<file path="src/rtl/pipe_ctrl.sv">
// pipe_ctrl: decode and hazard control for a 5-stage MIPS-style pipeline.
// ID decodes combinationally; control words then travel EX -> MEM -> WB one
// stage per cycle. Load-use and mult/div hazards stall ID and bubble EX, and
// a taken branch resolved in EX flushes the instruction sitting in ID.
// There are no valid/ready handshakes here: stall and flush are the only
// flow-control signals, and both are plain combinational levels.
module pipe_ctrl #(
  parameter int MUL_CYCLES = 4,
  parameter int DIV_CYCLES = 32
) (
  input  logic        clk,
  input  logic        rst_n,
  input  logic [31:0] id_instr,
  input  logic        id_valid,
  input  logic        branch_taken,
  output logic        stall,
  output logic        flush,
  output logic [9:0]  ex_ctrl,
  output logic [9:0]  mem_ctrl,
  output logic [3:0]  ex_alu,
  output logic [4:0]  ex_dest,
  output logic [4:0]  mem_dest,
  output logic [4:0]  wb_dest,
  output logic        wb_reg_write,
  output logic        md_busy,
  output logic        ex_illegal
);

  // Control word bit positions
  localparam int C_JUMP = 0, C_BRANCH = 1, C_MEMW = 2, C_MEMR = 3, C_REGW = 4;
  localparam int C_IMM = 5, C_ZEXT = 6, C_BNE = 7, C_LINK = 8, C_RDST = 9;

  // ALU operation codes
  localparam logic [3:0] ALU_NOP = 4'd0, ALU_ADD = 4'd1, ALU_SUB = 4'd2;
  localparam logic [3:0] ALU_AND = 4'd3, ALU_OR = 4'd4, ALU_XOR = 4'd5;
  localparam logic [3:0] ALU_SLT = 4'd6, ALU_SLTU = 4'd7, ALU_LUI = 4'd8;
  localparam logic [3:0] ALU_FUNC = 4'd9;

  logic [5:0] opc, funct;
  logic [4:0] rs, rt, rd;
  logic       unused_bits;

  assign opc   = id_instr[31:26];
  assign rs    = id_instr[25:21];
  assign rt    = id_instr[20:16];
  assign rd    = id_instr[15:11];
  assign funct = id_instr[5:0];
  // Shift amount and immediate fields are datapath-only.
  assign unused_bits = ^{id_instr[10:6]};

  logic [9:0] d_ctrl;
  logic [3:0] d_alu;
  logic [4:0] d_dest;
  logic       d_legal, d_reads_rt, d_md_op, d_md_use, d_div;

  // ID decode: control word, ALU op, destination and hazard-relevant flags
  always_comb begin
    d_ctrl     = '0;
    d_alu      = ALU_NOP;
    d_dest     = '0;
    d_legal    = 1'b1;
    d_reads_rt = 1'b0;
    d_md_op    = 1'b0;
    d_md_use   = 1'b0;
    d_div      = 1'b0;
    case (opc)
      6'h00: begin
        d_ctrl[C_RDST] = 1'b1;
        d_ctrl[C_REGW] = 1'b1;
        d_alu          = ALU_FUNC;
        d_reads_rt     = 1'b1;
        case (funct)
          6'h00, 6'h02, 6'h03, 6'h04, 6'h06, 6'h07,
          6'h20, 6'h21, 6'h22, 6'h23, 6'h24, 6'h25,
          6'h26, 6'h27, 6'h2A, 6'h2B: ;
          6'h08: begin  // JR
            d_ctrl[C_JUMP] = 1'b1;
            d_ctrl[C_REGW] = 1'b0;
            d_alu          = ALU_NOP;
            d_reads_rt     = 1'b0;
          end
          6'h18, 6'h19, 6'h1A, 6'h1B: begin  // MULT(U), DIV(U)
            d_ctrl[C_REGW] = 1'b0;
            d_md_op        = 1'b1;
            d_md_use       = 1'b1;
            d_div          = funct[1];
          end
          6'h10, 6'h12: begin  // MFHI, MFLO
            d_md_use   = 1'b1;
            d_reads_rt = 1'b0;
          end
          default: d_legal = 1'b0;
        endcase
      end
      6'h02: d_ctrl[C_JUMP] = 1'b1;
      6'h03: begin
        d_ctrl[C_JUMP] = 1'b1;
        d_ctrl[C_LINK] = 1'b1;
        d_ctrl[C_REGW] = 1'b1;
      end
      6'h04: begin
        d_ctrl[C_BRANCH] = 1'b1;
        d_alu            = ALU_SUB;
        d_reads_rt       = 1'b1;
      end
      6'h05: begin
        d_ctrl[C_BRANCH] = 1'b1;
        d_ctrl[C_BNE]    = 1'b1;
        d_alu            = ALU_SUB;
        d_reads_rt       = 1'b1;
      end
      6'h08, 6'h09: begin d_ctrl[C_REGW] = 1'b1; d_ctrl[C_IMM] = 1'b1; d_alu = ALU_ADD;  end
      6'h0A:        begin d_ctrl[C_REGW] = 1'b1; d_ctrl[C_IMM] = 1'b1; d_alu = ALU_SLT;  end
      6'h0B:        begin d_ctrl[C_REGW] = 1'b1; d_ctrl[C_IMM] = 1'b1; d_alu = ALU_SLTU; end
      6'h0C: begin d_ctrl[C_REGW] = 1'b1; d_ctrl[C_IMM] = 1'b1; d_ctrl[C_ZEXT] = 1'b1; d_alu = ALU_AND; end
      6'h0D: begin d_ctrl[C_REGW] = 1'b1; d_ctrl[C_IMM] = 1'b1; d_ctrl[C_ZEXT] = 1'b1; d_alu = ALU_OR;  end
      6'h0E: begin d_ctrl[C_REGW] = 1'b1; d_ctrl[C_IMM] = 1'b1; d_ctrl[C_ZEXT] = 1'b1; d_alu = ALU_XOR; end
      6'h0F:        begin d_ctrl[C_REGW] = 1'b1; d_ctrl[C_IMM] = 1'b1; d_alu = ALU_LUI;  end
      6'h23: begin
        d_ctrl[C_MEMR] = 1'b1;
        d_ctrl[C_REGW] = 1'b1;
        d_ctrl[C_IMM]  = 1'b1;
        d_alu          = ALU_ADD;
      end
      6'h2B: begin
        d_ctrl[C_MEMW] = 1'b1;
        d_ctrl[C_IMM]  = 1'b1;
        d_alu          = ALU_ADD;
        d_reads_rt     = 1'b1;
      end
      default: d_legal = 1'b0;
    endcase
    if (!d_legal) begin
      d_ctrl     = '0;
      d_alu      = ALU_NOP;
      d_reads_rt = 1'b0;
      d_md_op    = 1'b0;
      d_md_use   = 1'b0;
      d_div      = 1'b0;
    end else if (d_ctrl[C_LINK]) begin
      d_dest = 5'd31;
    end else if (d_ctrl[C_RDST]) begin
      d_dest = rd;
    end else begin
      d_dest = rt;
    end
    // Writes to $0 are discarded at the source.
    if (d_dest == 5'd0) d_ctrl[C_REGW] = 1'b0;
  end

  logic       ex_valid;
  logic [5:0] md_cnt;
  logic       load_use, md_hazard, issue;

  assign md_busy   = (md_cnt != 6'd0);
  assign load_use  = ex_valid && ex_ctrl[C_MEMR] && (ex_dest != 5'd0) &&
                     ((ex_dest == rs) || (d_reads_rt && (ex_dest == rt)));
  assign md_hazard = md_busy && d_md_use;
  assign flush     = branch_taken && ex_valid;
  // A flush discards ID anyway, so it overrides any stall request.
  assign stall     = id_valid && (load_use || md_hazard) && !flush;
  assign issue     = id_valid && !stall && !flush;

  // EX stage register: take the decoded ID instruction or a bubble
  always_ff @(posedge clk) begin
    if (!rst_n || !issue) begin
      ex_valid   <= 1'b0;
      ex_ctrl    <= '0;
      ex_alu     <= ALU_NOP;
      ex_dest    <= '0;
      ex_illegal <= 1'b0;
    end else begin
      ex_valid   <= 1'b1;
      ex_ctrl    <= d_ctrl;
      ex_alu     <= d_alu;
      ex_dest    <= d_dest;
      ex_illegal <= !d_legal;
    end
  end

  // MEM and WB stage registers always advance
  always_ff @(posedge clk) begin
    if (!rst_n) begin
      mem_ctrl     <= '0;
      mem_dest     <= '0;
      wb_dest      <= '0;
      wb_reg_write <= 1'b0;
    end else begin
      mem_ctrl     <= ex_ctrl;
      mem_dest     <= ex_dest;
      wb_dest      <= mem_dest;
      wb_reg_write <= mem_ctrl[C_REGW];
    end
  end

  // Mult/div busy counter: loads when a mult/div issues, then counts down to 0
  always_ff @(posedge clk) begin
    if (!rst_n) begin
      md_cnt <= '0;
    end else if (issue && d_md_op) begin
      md_cnt <= d_div ? 6'(DIV_CYCLES) : 6'(MUL_CYCLES);
    end else if (md_cnt != 6'd0) begin
      md_cnt <= md_cnt - 6'd1;
    end
  end

endmodule
</file>
<file path="config.mk">
export PLATFORM = sky130hd
export DESIGN_NAME = pipe_ctrl
export DESIGN_NICKNAME = d
export VERILOG_FILES = /design/src/rtl/pipe_ctrl.sv
export SDC_FILE = /design/constraint.sdc
export NUM_CORES = 1
export LEC_CHECK = 0
export CORE_ASPECT_RATIO = 0.6
export CORE_MARGIN = 8
export CORE_UTILIZATION = 29
export DETAILED_ROUTE_END_ITERATION = 12
export GPL_ROUTABILITY_DRIVEN = 0
export GPL_TIMING_DRIVEN = 0
export PLACE_DENSITY_LB_ADDON = 0.15
export SLEW_MARGIN = 10
export SYNTH_ARGS = -nofsm -noshare
export SYNTH_HDL_FRONTEND = slang
export SYNTH_SLANG_ARGS = --single-unit
export TNS_END_PERCENT = 30
</file>
<file path="constraint.sdc">
create_clock -name clk -period 5.4 [get_ports clk]
set_input_delay 1.62 -clock clk [delete_from_list [all_inputs] [get_ports clk]]
set_output_delay 1.62 -clock clk [all_outputs]
set_load 0.02 [all_outputs]
</file>
Word level (Yosys, flattened, before mapping)
Cells that the tools add are included.

storage, ports and cells
  register bits = 48
  latch bits = 0
  RAM bits = 0
  bits in read-only memories = 0
  bits of input ports = 36
  memories = 0

cells by class
  add/subtract/negate cells = 1
  $mul = 0
  div/mod/pow operators = 0
  order comparisons = 0
  equal/unequal tests = 38
  shift-type cells = 0
  muxes and demuxes = 35
  bitwise operators = 1
  reduce and logical (&&, ||, !) cells = 40

operators with widths
  operator                                           count
  == test 6 bit (second input constant)              12
  == test 6 x 4 -> 1 bit (second input constant)     9
  == test 6 x 5 -> 1 bit (second input constant)     6
  case mux 4 bit (9 select lines)                    1
  == test 6 x 3 -> 1 bit (second input constant)     5
  == test 6 x 2 -> 1 bit (second input constant)     4
  2-to-1 mux 1 bit                                   23
  OR reduction 23 bit                                1
  OR reduction 10 bit                                2
  2-to-1 mux 6 bit                                   3
  2-to-1 mux 5 bit                                   3
  OR reduction 14 bit                                1
  zero test 6 bit                                    2
  OR reduction 3 bit                                 4
  logical AND 1 bit                                  11
  == test 5 bit                                      2
  case mux 1 bit (2 select lines)                    4
  OR reduction 4 bit                                 2
  nonzero test 6 bit                                 1
  OR reduction 2 bit                                 3
  OR reduction 6 bit                                 1
  subtractor 6 x 1 -> 6 bit (second input constant)  1
  zero test 1 bit                                    5
  zero test 5 bit                                    1
  6 further kinds                                    8

Depth between registers and ports, before layout
Gate-level depths: netlist of the first run.

  depth in word-level cells = 17
  mapped depth = 8
  mapped depth without buffers = 6

Worst setup path after synthesis of the first run
OpenSTA, ideal clock, no wires.

  kind = input to output
  start point = in id_instr[28]
  end point = out stall
  arrival time = 3275 ps
  required time = 3780 ps
  slack = 505 ps
  cell stages on the path = 7
  path buffers = 2
  cell sequence = buf_2 nor4_2 and2_1 buf_4 o21ai_1 a211oi_2 o311a_1

on the way
  cells in the longest elaborated chain, start to end = 10

ends and longest elaborated chain
  what                                                                               line  text
  from (decl)                                                                        13    input logic [31:0] id_instr,
  == test 6 bit, or another cell as far along                                        66    case (opc)
  OR reduction 14 bit (no source line) / OR reduction 3 bit (equally long branches)  n/a
  case mux 1 bit (2 select lines)                                                    66
  2-to-1 mux 1 bit                                                                   133   if (!d_legal) begin
  logical AND 1 bit                                                                  157   ((ex_dest == rs) || (d_reads_rt && (ex_dest == rt)));
  logical OR 1 bit                                                                   157
  logical AND 1 bit                                                                  156   assign load_use = ex_valid && ex_ctrl[C_MEMR] && (ex_dest != 5'd0) &&
  logical OR 1 bit *                                                                 161   assign stall = id_valid && (load_use || md_hazard) && !flush;
  logical AND 1 bit * (2 in a row)                                                   161
  to (decl)                                                                          16    output logic stall,

Every way passes the cells marked *; elsewhere a longest branch is shown, timed or not.

Final worst setup path of the first run
  start point = in id_instr[27]
  end point = out stall

The elaborated chain is that of the path after synthesis.

==> results of run 1 <==
## logic make-up (layout without fill, tap and decap cells)
kind of cell | Yosys count | count (layout) | synth area share
DFF | 48 | 48 | 0.438
and+or+nand+nor | 115 | 115 | 0.314
adders and majority gates | 1 | 1 | 0.00570
xor gates and xnor gates | 14 | 14 | 0.0558
AOI/OAI and AO/OA | 39 | 39 | 0.147
buffers and inverters | 19 | 98 | 0.0399
## report_power, final
group	switching, mW	internal (mW)
clock network	0.126	0.182
registers	0.0119	0.372
logic	0.111	0.0926
## metrics by stage
stage / hold WS [ps] / util
6_report: 458 / 0.441
5_1_grt: 467 / 0.441
4_1_cts: 463 / 0.440
3_5_place_dp: 447 / 0.415
3_3_place_gp: 445 / 0.415
2_1_floorplan: 450 / -
## cell usage in the layout, fill, tap and decap left out, types with 3 or more instances in the layout
cell	synthesis	final
nand2_1	26	26
xnor2_1	5	5
nor2_1	14	14
a311oi_1	5	5
and2_1	22	22
or3_1	3	3
buf_4	1	3
a21oi_1	7	7
nor4_4	2	3
nand3_1	6	6
clkbuf_1	6	4
clkdlybuf4s50_1	0	66
xor2_1	9	9
buf_2	4	4
nand4b_1	4	4
inv_1	7	7
clkbuf_2	0	3
clkbuf_16	0	5
nor3_1	15	15
dfxtp_1	48	48
nor2b_1	5	5
nand2b_1	3	3
## cell type report
class                      count  share of cell area
buffer                        12              0.0198
clock buffer                   6              0.0431
clock inverter                 1             0.00272
inverter                       7             0.00816
multi-input combinational    169               0.366
sequential                    48               0.298
tap                          104              0.0404
timing repair buffer          72               0.221
## cells in the mapped netlist, types with 3 or more instances
master    number
dfxtp_1       48
nand2_1       26
and2_1        22
nor3_1        15
nor2_1        14
xor2_1         9
a21oi_1        7
inv_1          7
clkbuf_1       6
nand3_1        6
a311oi_1       5
nor2b_1        5
xnor2_1        5
buf_2          4
nand4b_1       4
nand2b_1       3
or3_1          3
## timing repair
item,CTS,global route
endpoints found under the setup margin,1,1
gates resized for setup,10,5
setup buffers,1,1
pin swaps,2,1
## worst max-delay path: stages
cell,delay [ps]
clkdlybuf4s50_1,500
clkbuf_2,240
inv_1,80
a211o_1,230
a21o_1,230
a211oi_4,240
o311a_1,190
clkbuf_2,170
## sequential cells by signal (all words and copies together), names as in the netlist
name,count
ex_illegal,1
mem_dest,5
wb_reg_write,1
ex_ctrl,10
ex_alu,4
mem_ctrl,10
ex_valid,1
wb_dest,5
ex_dest,5
md_cnt,6
## routing by layer
metal | routed length (µm) | vias up | track usage
met5 | 0 | - | 0
met4 | 20 | 0 | 0.0161
met3 | 610 | 2 | 0.0408
met2 | 2510 | 81 | 0.168
met1 | 3350 | 886 | 0.180
li1 | - | 991 | -
## final timing paths
kind | startpoint | to | slack [ps]
worst max register to register | ex_dest[0] | ex_ctrl[1] | 3160
worst max-delay path | id_instr[27] | stall | 270
worst min register to register | mem_ctrl[4] | wb_reg_write | 460
worst min-delay path | mem_ctrl[4] | wb_reg_write | 460
==> results, run 1 <==
- Setup violations remaining at the end of the flow were counted as 0.
- For this configuration, the core starts out at a cell density of 0.301.
- Relative to the synthesized area, the layout overhead comes to 46.6%.
- The number of synthesis warnings is 0.
- The count of final max-slew check failures came to 0.
- Along the worst path, the maximum fanout reaches 10.
- The distinct cell type count after synthesis is 54.
- The number of global-route vias before repair is 1935.
- The die footprint is 0.0107 mm².
- The cell area after synthesis is 0.00220 mm².
- For this block, the routed nets add up to 6480 µm of wire.
- The critical path class is in -> out.
- The final instance area is 0.00322 mm².
- Dividing the detail-routed wire length by the instance count gives 15.5 µm.
- The largest buffer count on any clock path is 2.
- The startpoint type of the worst setup path is an input port.
- The die span in y is 83.4 µm.
- The number of antenna violations at the first check in global routing was 0.
- The flip-flop and latch count after synthesis is 48.
- The region available for standard cell placement spans 0.00730 mm².
- For this block, the initial DRC count from the detailed router was 105.
- The wire length of the first global-routing pass is 10500 µm.
- The number of DRC violations after detailed routing is 0.
- Registers take 961 µm².
- The floorplan step set the die width to 128 µm.
- Of the available clock period, the critical path in the final layout requires 0.950.
- The highest achievable clock rate is 195 MHz.
- Summed over all nets, the half-perimeter wirelength after detailed placement is 5160 µm.
- Setup slack on the critical path of the routed design comes to 271 ps.
- After layout, the design draws a total of 0.896 mW.
- The element type at the critical path end is a primary output.
- Setup total negative slack on the finished layout was measured at 0 ps.
- The run finished with clean final reports.
- Sorting the synthesized cells by area gives the leading types as dfxtp_1 (44%), and2_1 (6.3%), nand2_1 (4.4%).
- The mean instance size in the synthesized netlist is 9.30 µm².
- The path class of the tightest hold or removal check is reg -> reg.
- The post-placement worst setup slack is -719 ps.
- Hold repair after CTS inserted 0 buffers.
- The total number of nets in the final design is 352.
- The fill cell instance count of the final layout is 733.
- The number of nets handed over by synthesis was 273.
- TritonCTS created 5 clock buffers.
- Using the TritonRoute via totals, the vias-per-cell ratio works out to 4.68.
- In this run, synthesis inferred 0 flip-flops with an integrated enable.
- The quantity of I/O buffers inserted on ports is 70.
- The root buffer selected by CTS is clkbuf_16.
- The count of final hold-check violations is 0.
- The final cell count without fillers is 419.
- After synthesis, the share of flip-flops with an asynchronous set or reset is 0.
- The H-tree was split into 2 levels.
- Entering global routing, the biggest net connects 15 pins.
- The count of cells along the worst register-to-register path is 6.
- The leading register cell type out of synthesis is dfxtp_1.
- The final worst clock skew is 9.87 ps.
- The count of vias placed by the detailed router is 1960.
- The required time of the critical path is 3780 ps.
- Setup repair after global routing left no endpoint under its margin.
- The detail route stage leaves a number of antenna-violating nets equal to 0.
- Across the VDD grid, the largest voltage drop is 0.159 mV.
- The reported max-cap violation count is 0.
- The share of Yosys cell area claimed by the top area cell type is 0.438.
- The number of inserted diodes is 0.
- The cell total after placement is 410.
- Clock tree synthesis found a total of 48 sinks.
- The post-place instance area is 0.00303 mm².
- 80 I/O pins were placed.
- Dividing total power by cell area gives a power density of 278 mW/mm².
- TritonCTS built the clock tree.
- The clock latency at the later pin of the worst-skew pair is 280 ps.
- The gate count of the mapped netlist is 236.
- In this run the tightest slew margin relative to its limit is 0.723.
- The clock-pin slew on the worst setup and hold paths is 60 ps.
- Of the cells placed in the final design, the portion with a size suffix greater than 1 is 0.108.
- The largest area contributor in the synthesized netlist is dfxtp_1.
- In the final layout, the multi-input gates occupy 0.00118 mm².
- The global-route congestion overflow total is 0.
- The all-layer global routing usage is 0.122.
- The share of the Yosys chip area taken by registers is 0.438.
- The clock period minus final worst setup slack is 5130 ps.
- The number of placement rows is 24.
- The transition at the pin with the smallest max-transition slack is 413 ps.
- In this run the static leakage power is 1.23 nW.
- The hold-critical path depth is 1.
- The arrival time of the worst setup path is 3510 ps.
- The total iterations of the first detailed-routing run is 4.
(Power assumes the default switching activity.)
==> run 2, diff against run 1 <==
--- a/config.mk
+++ b/config.mk
@@ -6,12 +6,13 @@
 export NUM_CORES = 1
 export LEC_CHECK = 0
 export CORE_ASPECT_RATIO = 0.6
-export CORE_MARGIN = 8
 export CORE_UTILIZATION = 29
 export DETAILED_ROUTE_END_ITERATION = 12
+export DONT_BUFFER_PORTS = 1
 export GPL_ROUTABILITY_DRIVEN = 0
 export GPL_TIMING_DRIVEN = 0
 export PLACE_DENSITY_LB_ADDON = 0.15
+export SETUP_SLACK_MARGIN = 0.1
 export SLEW_MARGIN = 10
 export SYNTH_ARGS = -nofsm -noshare
 export SYNTH_HDL_FRONTEND = slang
==> results, run 2 (same netlist as run 1, synthesis figures left out) <==
- The reported max-cap violation count was 0 (unchanged).
- The quantity of I/O buffers inserted on ports came to 0 (was 70).
- The final cycle utilization of the critical path came to 0.939 (was 0.950).
- The number of inserted diodes was 0 (unchanged).
- The power per standard cell area is 356 mW/mm² (was 278 mW/mm²).
- Commonest cells after routing, fill and taps aside: dfxtp_1 (48), nand2_1 (26), and2_1 (22), nor3_1 (15), nor2_1 (14) (was clkdlybuf4s50_1 (66), dfxtp_1 (48), nand2_1 (26), and2_1 (22), nor3_1 (15)).
- The required time of the critical path is 3780 ps (about the same).
- The element type at the critical path end was a primary output (unchanged).
- The root buffer selected by CTS was clkbuf_16 (unchanged).
- The arrival time of the worst setup path came to 3450 ps (was 3510 ps).
- The hold-critical path depth was 2 (was 1).
- The final worst clock skew is 4.08 ps (was 9.87 ps).
- The count of vias placed by the detailed router is 1731 (was 1960).
- The accumulated negative setup slack was 0 ps (unchanged).
- The number of placed I/O pins is 80 (unchanged).
- The clock period minus final worst setup slack is 5070 ps (was 5130 ps).
- The worst slew slack as a fraction of its limit is 0.619 (was 0.723).
- The clock-pin slew on the worst setup and hold paths was 60 ps (about the same).
- The clock latency at the later pin of the worst-skew pair is 290 ps (was 280 ps).
- The startpoint of the lowest-slack hold path is md_cnt[3] (was mem_ctrl[4]).
- The count of final hold-check violations is 0 (unchanged).
- The number of placement rows is 24 (unchanged).
- The floorplan core area is 0.00730 mm² (unchanged).
- The internal reg-to-reg setup slack came to 2790 ps (was 3160 ps).
- The CTS buffer count is 5 (unchanged).
- The path category of the worst min-delay check is reg -> reg (unchanged).
- The number of global-route vias before repair is 1671 (was 1935).
- The smallest setup slack after layout is 330 ps (was 271 ps).
- The final instance area is 0.00253 mm² (was 0.00322 mm²).
- The worst flop-to-flop path endpoint is ex_ctrl[0] (was ex_ctrl[1]).
- The average wire length per cell after detail routing is 16.5 µm (was 15.5 µm).
- The number of levels the H-tree was split into came to 2 (unchanged).
- The die span in y is 69.4 µm (was 83.4 µm).
- Setup repair after global routing missed its margin: false (unchanged).
- The number of nets with antenna violations after routing is 0 (unchanged).
- The wire length of the first global-routing pass is 9100 µm (was 10500 µm).
- The sum of net half-perimeters after detailed placement is 4640 µm (was 5160 µm).
- The most common library cell in the layout ignoring fill and taps is dfxtp_1 (was clkdlybuf4s50_1).
- The number of hold buffers added after cts is 0 (unchanged).
- The number of antenna violations at the first check in global routing came to 0 (unchanged).
- The area added between synthesis and finish came to 15.4% (was 46.6%).
- The fraction of layout instances using a drive strength above 1 is 0.122 (was 0.108).
- The global-route congestion overflow total is 0 (unchanged).
- The origin of the critical flop-to-flop path is md_cnt[0] (was ex_dest[0]).
- The highest achievable clock rate is 197 MHz (was 195 MHz).
- The leakage power of the design is 0.964 nW (was 1.23 nW).
- The clock sink count is 48 (unchanged).
- The total number of nets in the final design is 282 (was 352).
- The initial DRC count came to 70 (was 105).
- The critical path class is in -> out (unchanged).
- The overall routed net length is 5780 µm (was 6480 µm).
- The total iterations of the first detailed-routing run was 4 (unchanged).
- The routed via count divided by cell count is 4.95 (was 4.68).
- The peak ir drop on the vdd network was 0.117 mV (was 0.159 mV).
- The TritonCTS clock tree is built (unchanged).
- The largest buffer count on any clock path is 2 (unchanged).
- The hold-critical path endpoint is md_cnt[3] (was wb_reg_write).
- The all-layer global routing usage is 0.154 (was 0.122).
- The number of DRC violations after detailed routing was 0 (unchanged).
- The maximum fanout along the worst path is 10 (unchanged).
- The post-placement worst setup slack was 72.9 ps (was -719 ps).
- The tightest hold margin came to 479 ps (was 458 ps).
- Status: completed (unchanged).
- Largest registers in the final layout: ex_ctrl: 10 flops, mem_ctrl: 10 flops, md_cnt: 6 flops (unchanged).
- The largest net degree at the start of global routing is 17 (was 15).
- The die extent in x is 114 µm (was 128 µm).
- The die footprint is 0.00794 mm² (was 0.0107 mm²).
- The transition at the pin with the smallest max-transition slack is 570 ps (was 413 ps).
- The count of cells along the worst register-to-register path is 7 (was 6).
- The initial core utilization is 0.301 (unchanged).
- The count of final max-slew check failures was 0 (unchanged).
- The post-place instance area is 0.00233 mm² (was 0.00303 mm²).
- The total setup violations reported at the end of the flow came to 0 (unchanged).
- The startpoint type of the worst setup path is an input port (unchanged).
==> run 2: what timing repair did <==
action,in CTS,in global routing
setup buffers,0,2
resized for setup,1,3
setup endpoints to repair,1,1
pin swaps,0,1
==> run 2: metrics by stage <==
stage / utilization / power (mW) / instances
CTS: 0.343 / 0.912 / 348
global route: 0.347 / 0.953 / 350
finish: 0.347 / 0.901 / 350
detailed placement: 0.319 / 0.555 / 340
global placement: 0.319 / 0.555 / 340
floorplan: - / 0.524 / 236
==> run 2: layout make-up <==
| cell class | count | area [µm²] |
|---|---|---|
| clock buffers | 5 | 125 |
| multi-input cells | 169 | 1170 |
| repair buffers | 2 | 15.0 |
| inverters | 7 | 26.3 |
| plain buffers | 12 | 61.3 |
| well taps | 104 | 130 |
| flip-flops and latches | 48 | 961 |
| fillers | 771 | 4760 |
| clock inverters | 3 | 46.3 |
==> run 2: routing by layer <==
metal	up-vias	share of wire	GRT usage
li1	852	-	-
met5	-	0	0
met1	804	0.50	0.223
met3	8	0.11	0.0673
met2	67	0.38	0.199
met4	0	0.012	0.0476
==> run 2: report_power, final <==
part           total [mW]  internal, mW  switching, mW
clock network       0.353         0.220          0.133
logic               0.159        0.0636         0.0951
registers           0.389         0.372         0.0166
==> run 2: worst max-delay path by stage <==
stage / from / endpoint / slack (ps) / cells after the start
finish: id_instr[3] / stall / 330 / 6
global route: id_instr[3] / stall / 130 / 6
CTS: id_instr[3] / stall / 150 / 6
detailed placement: id_instr[3] / stall / 70 / 6
global placement: id_instr[28] / stall / 130 / 7
floorplan: id_instr[28] / stall / 500 / 7
==> run 2: worst max-delay path: stages <==
cell	delay, ps
clkbuf_1	180
nor2b_1	180
a2111oi_1	520
o21ai_2	240
a211oi_4	380
o311a_1	330
==> run 3, diff against run 2 <==
--- a/config.mk
+++ b/config.mk
@@ -12,7 +12,9 @@
 export GPL_ROUTABILITY_DRIVEN = 0
 export GPL_TIMING_DRIVEN = 0
 export PLACE_DENSITY_LB_ADDON = 0.15
+export RECOVER_POWER = 50
 export SETUP_SLACK_MARGIN = 0.1
+export SKIP_LAST_GASP = 1
 export SLEW_MARGIN = 10
 export SYNTH_ARGS = -nofsm -noshare
 export SYNTH_HDL_FRONTEND = slang
==> constraint.sdc (replaced) <==
create_clock -name clk -period 4.8 [get_ports clk]
set_input_delay 1.44 -clock clk [delete_from_list [all_inputs] [get_ports clk]]
set_output_delay 1.44 -clock clk [all_outputs]
set_load 0.02 [all_outputs]
==> results, run 3 (same netlist as run 1, synthesis figures left out) <==
- Status: completed (unchanged).
- Commonest cells after routing, fill and taps aside: dfxtp_1 (48), nand2_1 (26), and2_1 (21), nor3_1 (15), nor2_1 (14) (was dfxtp_1 (48), nand2_1 (26), and2_1 (22), nor3_1 (15), nor2_1 (14)).
- The initial core utilization came to 0.301 (unchanged).
- The most used routing layer in global routing is met1 (unchanged).
- The number of nets with antenna violations after routing was 0 (unchanged).
- The worst slew slack as a fraction of its limit is 0.630 (was 0.619).
- The accumulated negative setup slack was 0 ps (unchanged).
- The required time of the critical path is 3360 ps (was 3780 ps).
- The number of inserted diodes came to 0 (unchanged).
- The overall routed net length is 5800 µm (was 5780 µm).
- The number of global-route vias before repair is 1679 (was 1671).
- The highest achievable clock rate is 220 MHz.
- The smallest clock period supported by the final layout is computed as 4540 ps.
- The CTS buffer count is 5 (unchanged).
- The path category of the worst min-delay check was reg -> reg (unchanged).
- The leakage power of the design is 0.959 nW (was 0.964 nW).
- The clock sink count was 48 (unchanged).
- The number of placed I/O pins was 80 (unchanged).
- The all-layer global routing usage was 0.155 (was 0.154).
- The initial DRC count is 90 (was 70).
- The die extent in x is 114 µm (unchanged).
- The fraction of layout instances using a drive strength above 1 is 0.127 (was 0.122).
- The clock-pin slew on the worst setup and hold paths is 60 ps (about the same).
- In the finished design, the share of the clock period the worst path needs comes to 0.947.
- The startpoint type of the worst setup path is an input port (unchanged).
- The quantity of I/O buffers inserted on ports is 0 (unchanged).
- The largest buffer count on any clock path was 2 (unchanged).
- The total iterations of the first detailed-routing run is 4 (unchanged).
- The average wire length per cell after detail routing was 16.6 µm (was 16.5 µm).
- The post-place instance area is 0.00233 mm² (unchanged).
- The die span in y is 69.4 µm (unchanged).
- The clock latency at the later pin of the worst-skew pair came to 290 ps (about the same).
- The largest net degree at the start of global routing is 17 (unchanged).
- The peak ir drop on the vdd network is 0.131 mV (was 0.117 mV).
- The critical path class is in -> out (unchanged).
- The final instance area is 0.00254 mm² (was 0.00253 mm²).
- The count of final hold-check violations is 0 (unchanged).
- The area added between synthesis and finish was 15.6% (was 15.4%).
- The stage delay of the slowest cell on the critical path is 370 ps (was 520 ps).
- The die footprint is 0.00794 mm² (unchanged).
- The met3 capacity usage during global routing is 0.0647 (was 0.0673).
- The met1 track utilization from global routing is 0.227 (was 0.223).
- The number of antenna violations at the first check in global routing is 0 (unchanged).
- The total chip power was 1.01 mW (was 0.901 mW).
- The arrival time of the worst setup path was 3100 ps (was 3450 ps).
- The element type at the critical path end is a primary output (unchanged).
- The floorplan core area is 0.00730 mm² (unchanged).
- The number of levels the H-tree was split into was 2 (unchanged).
- The final cell count without fillers came to 349 (was 350).
- The global-route congestion overflow total came to 0 (unchanged).
- The tightest hold margin was 473 ps (was 479 ps).
- The sum of net half-perimeters after detailed placement came to 4640 µm (unchanged).
- The final worst clock skew came to 4.28 ps (was 4.08 ps).
- Setup repair after global routing missed its margin: false (unchanged).
- The worst-path cell with the longest stage delay was nor4_4 (was a2111oi_1).
- The number of DRC violations after detailed routing was 0 (unchanged).
- The wire length of the first global-routing pass is 9180 µm (was 9100 µm).
- The power per standard cell area was 399 mW/mm² (was 356 mW/mm²).
- Largest registers in the final layout: ex_ctrl: 10 flops, mem_ctrl: 10 flops, md_cnt: 6 flops (unchanged).
- The global-route met2 utilization is 0.200 (was 0.199).
- The internal reg-to-reg setup slack was 2180 ps (was 2790 ps).
- The cell total after placement came to 340 (unchanged).
- The count of final max-slew check failures is 0 (unchanged).
- The reported max-cap violation count is 0 (unchanged).
- The total setup violations reported at the end of the flow came to 0 (unchanged).
- The fill cell instance count of the final layout is 770 (was 771).
- The total number of nets in the final design is 281 (was 282).
- The routed via count divided by cell count is 4.98 (was 4.95).
- The number of placement rows was 24 (unchanged).
- The maximum fanout along the worst path is 10 (unchanged).
- Cells along the critical path: buf_2, nor4_4, and2_1, buf_4, o21ai_2, a211oi_4, o311a_1 (was clkbuf_1, nor2b_1, a2111oi_1, o21ai_2, a211oi_4, o311a_1).
- The count of vias placed by the detailed router is 1738 (was 1731).
- The root buffer selected by CTS is clkbuf_16 (unchanged).
- The TritonCTS clock tree is built (unchanged).
- The transition at the pin with the smallest max-transition slack is 553 ps (was 570 ps).
- The most common library cell in the layout ignoring fill and taps is dfxtp_1 (unchanged).
## run 3: cell count changes in the layout (fill, tap and decap cells not counted), sizes merged
cell	change
buf	-1
## run 3: critical path, delay by kind of cell
family                 cells  cell delay (ps)
buffers and inverters      2              340
AND/OR/NAND/NOR            2              540
AO/OA/AOI/OAI              3              770
## run 3: repair_timing
| item | 4_1_cts | 5_1_grt |
|---|---|---|
| buffers inserted | 1 | 0 |
| setup endpoints to repair | 1 | 1 |
| pin swaps | 2 | 0 |
| resized for setup | 3 | 3 |
| hold buffers | 0 | 0 |
## run 3: path summary, 6_finish.rpt
kind | startpoint | endpoint | cells after the start
setup / recovery | id_instr[28] | stall | 7
hold / removal | md_cnt[3] | md_cnt[3] | 2
setup reg to reg | md_cnt[0] | ex_ctrl[0] | 7
hold reg to reg | md_cnt[3] | md_cnt[3] | 2
## run 3: metrics by stage
step	util	setup slack, ps
final	0.348	256
after global routing	0.348	158
after CTS	0.346	156
after detailed placement	0.319	-167
after global placement	0.319	-113
after floorplan	-	265
## run 3: power by group
| part | switching (mW) | internal, mW | leakage (nW) | total, mW |
|---|---|---|---|---|
| Combinational | 0.107 | 0.0721 | 0.490 | 0.179 |
| Sequential | 0.0184 | 0.419 | 0.389 | 0.437 |
| Clock | 0.149 | 0.247 | 0.0804 | 0.397 |
| Total | 0.275 | 0.738 | 0.959 | 1.01 |
## run 3: area by class of cell
| type | instances | area [µm²] | share of cell area |
|---|---|---|---|
| multi-input combinational | 169 | 1180 | 0.465 |
| sequential | 48 | 961 | 0.379 |
| tap | 104 | 130 | 0.0513 |
| clock buffer | 5 | 125 | 0.0493 |
| buffer | 12 | 61.3 | 0.0242 |
| clock inverter | 3 | 46.3 | 0.0182 |
| inverter | 7 | 26.3 | 0.0104 |
| timing repair buffer | 1 | 7.51 | 0.00296 |
## run 3: metal layers
layer,vias up,part of all wire,wire length [µm]
met1,806,0.50,2880
met2,70,0.38,2210
met5,-,0,0
met3,8,0.11,640
met4,0,0.012,70
li1,854,-,-
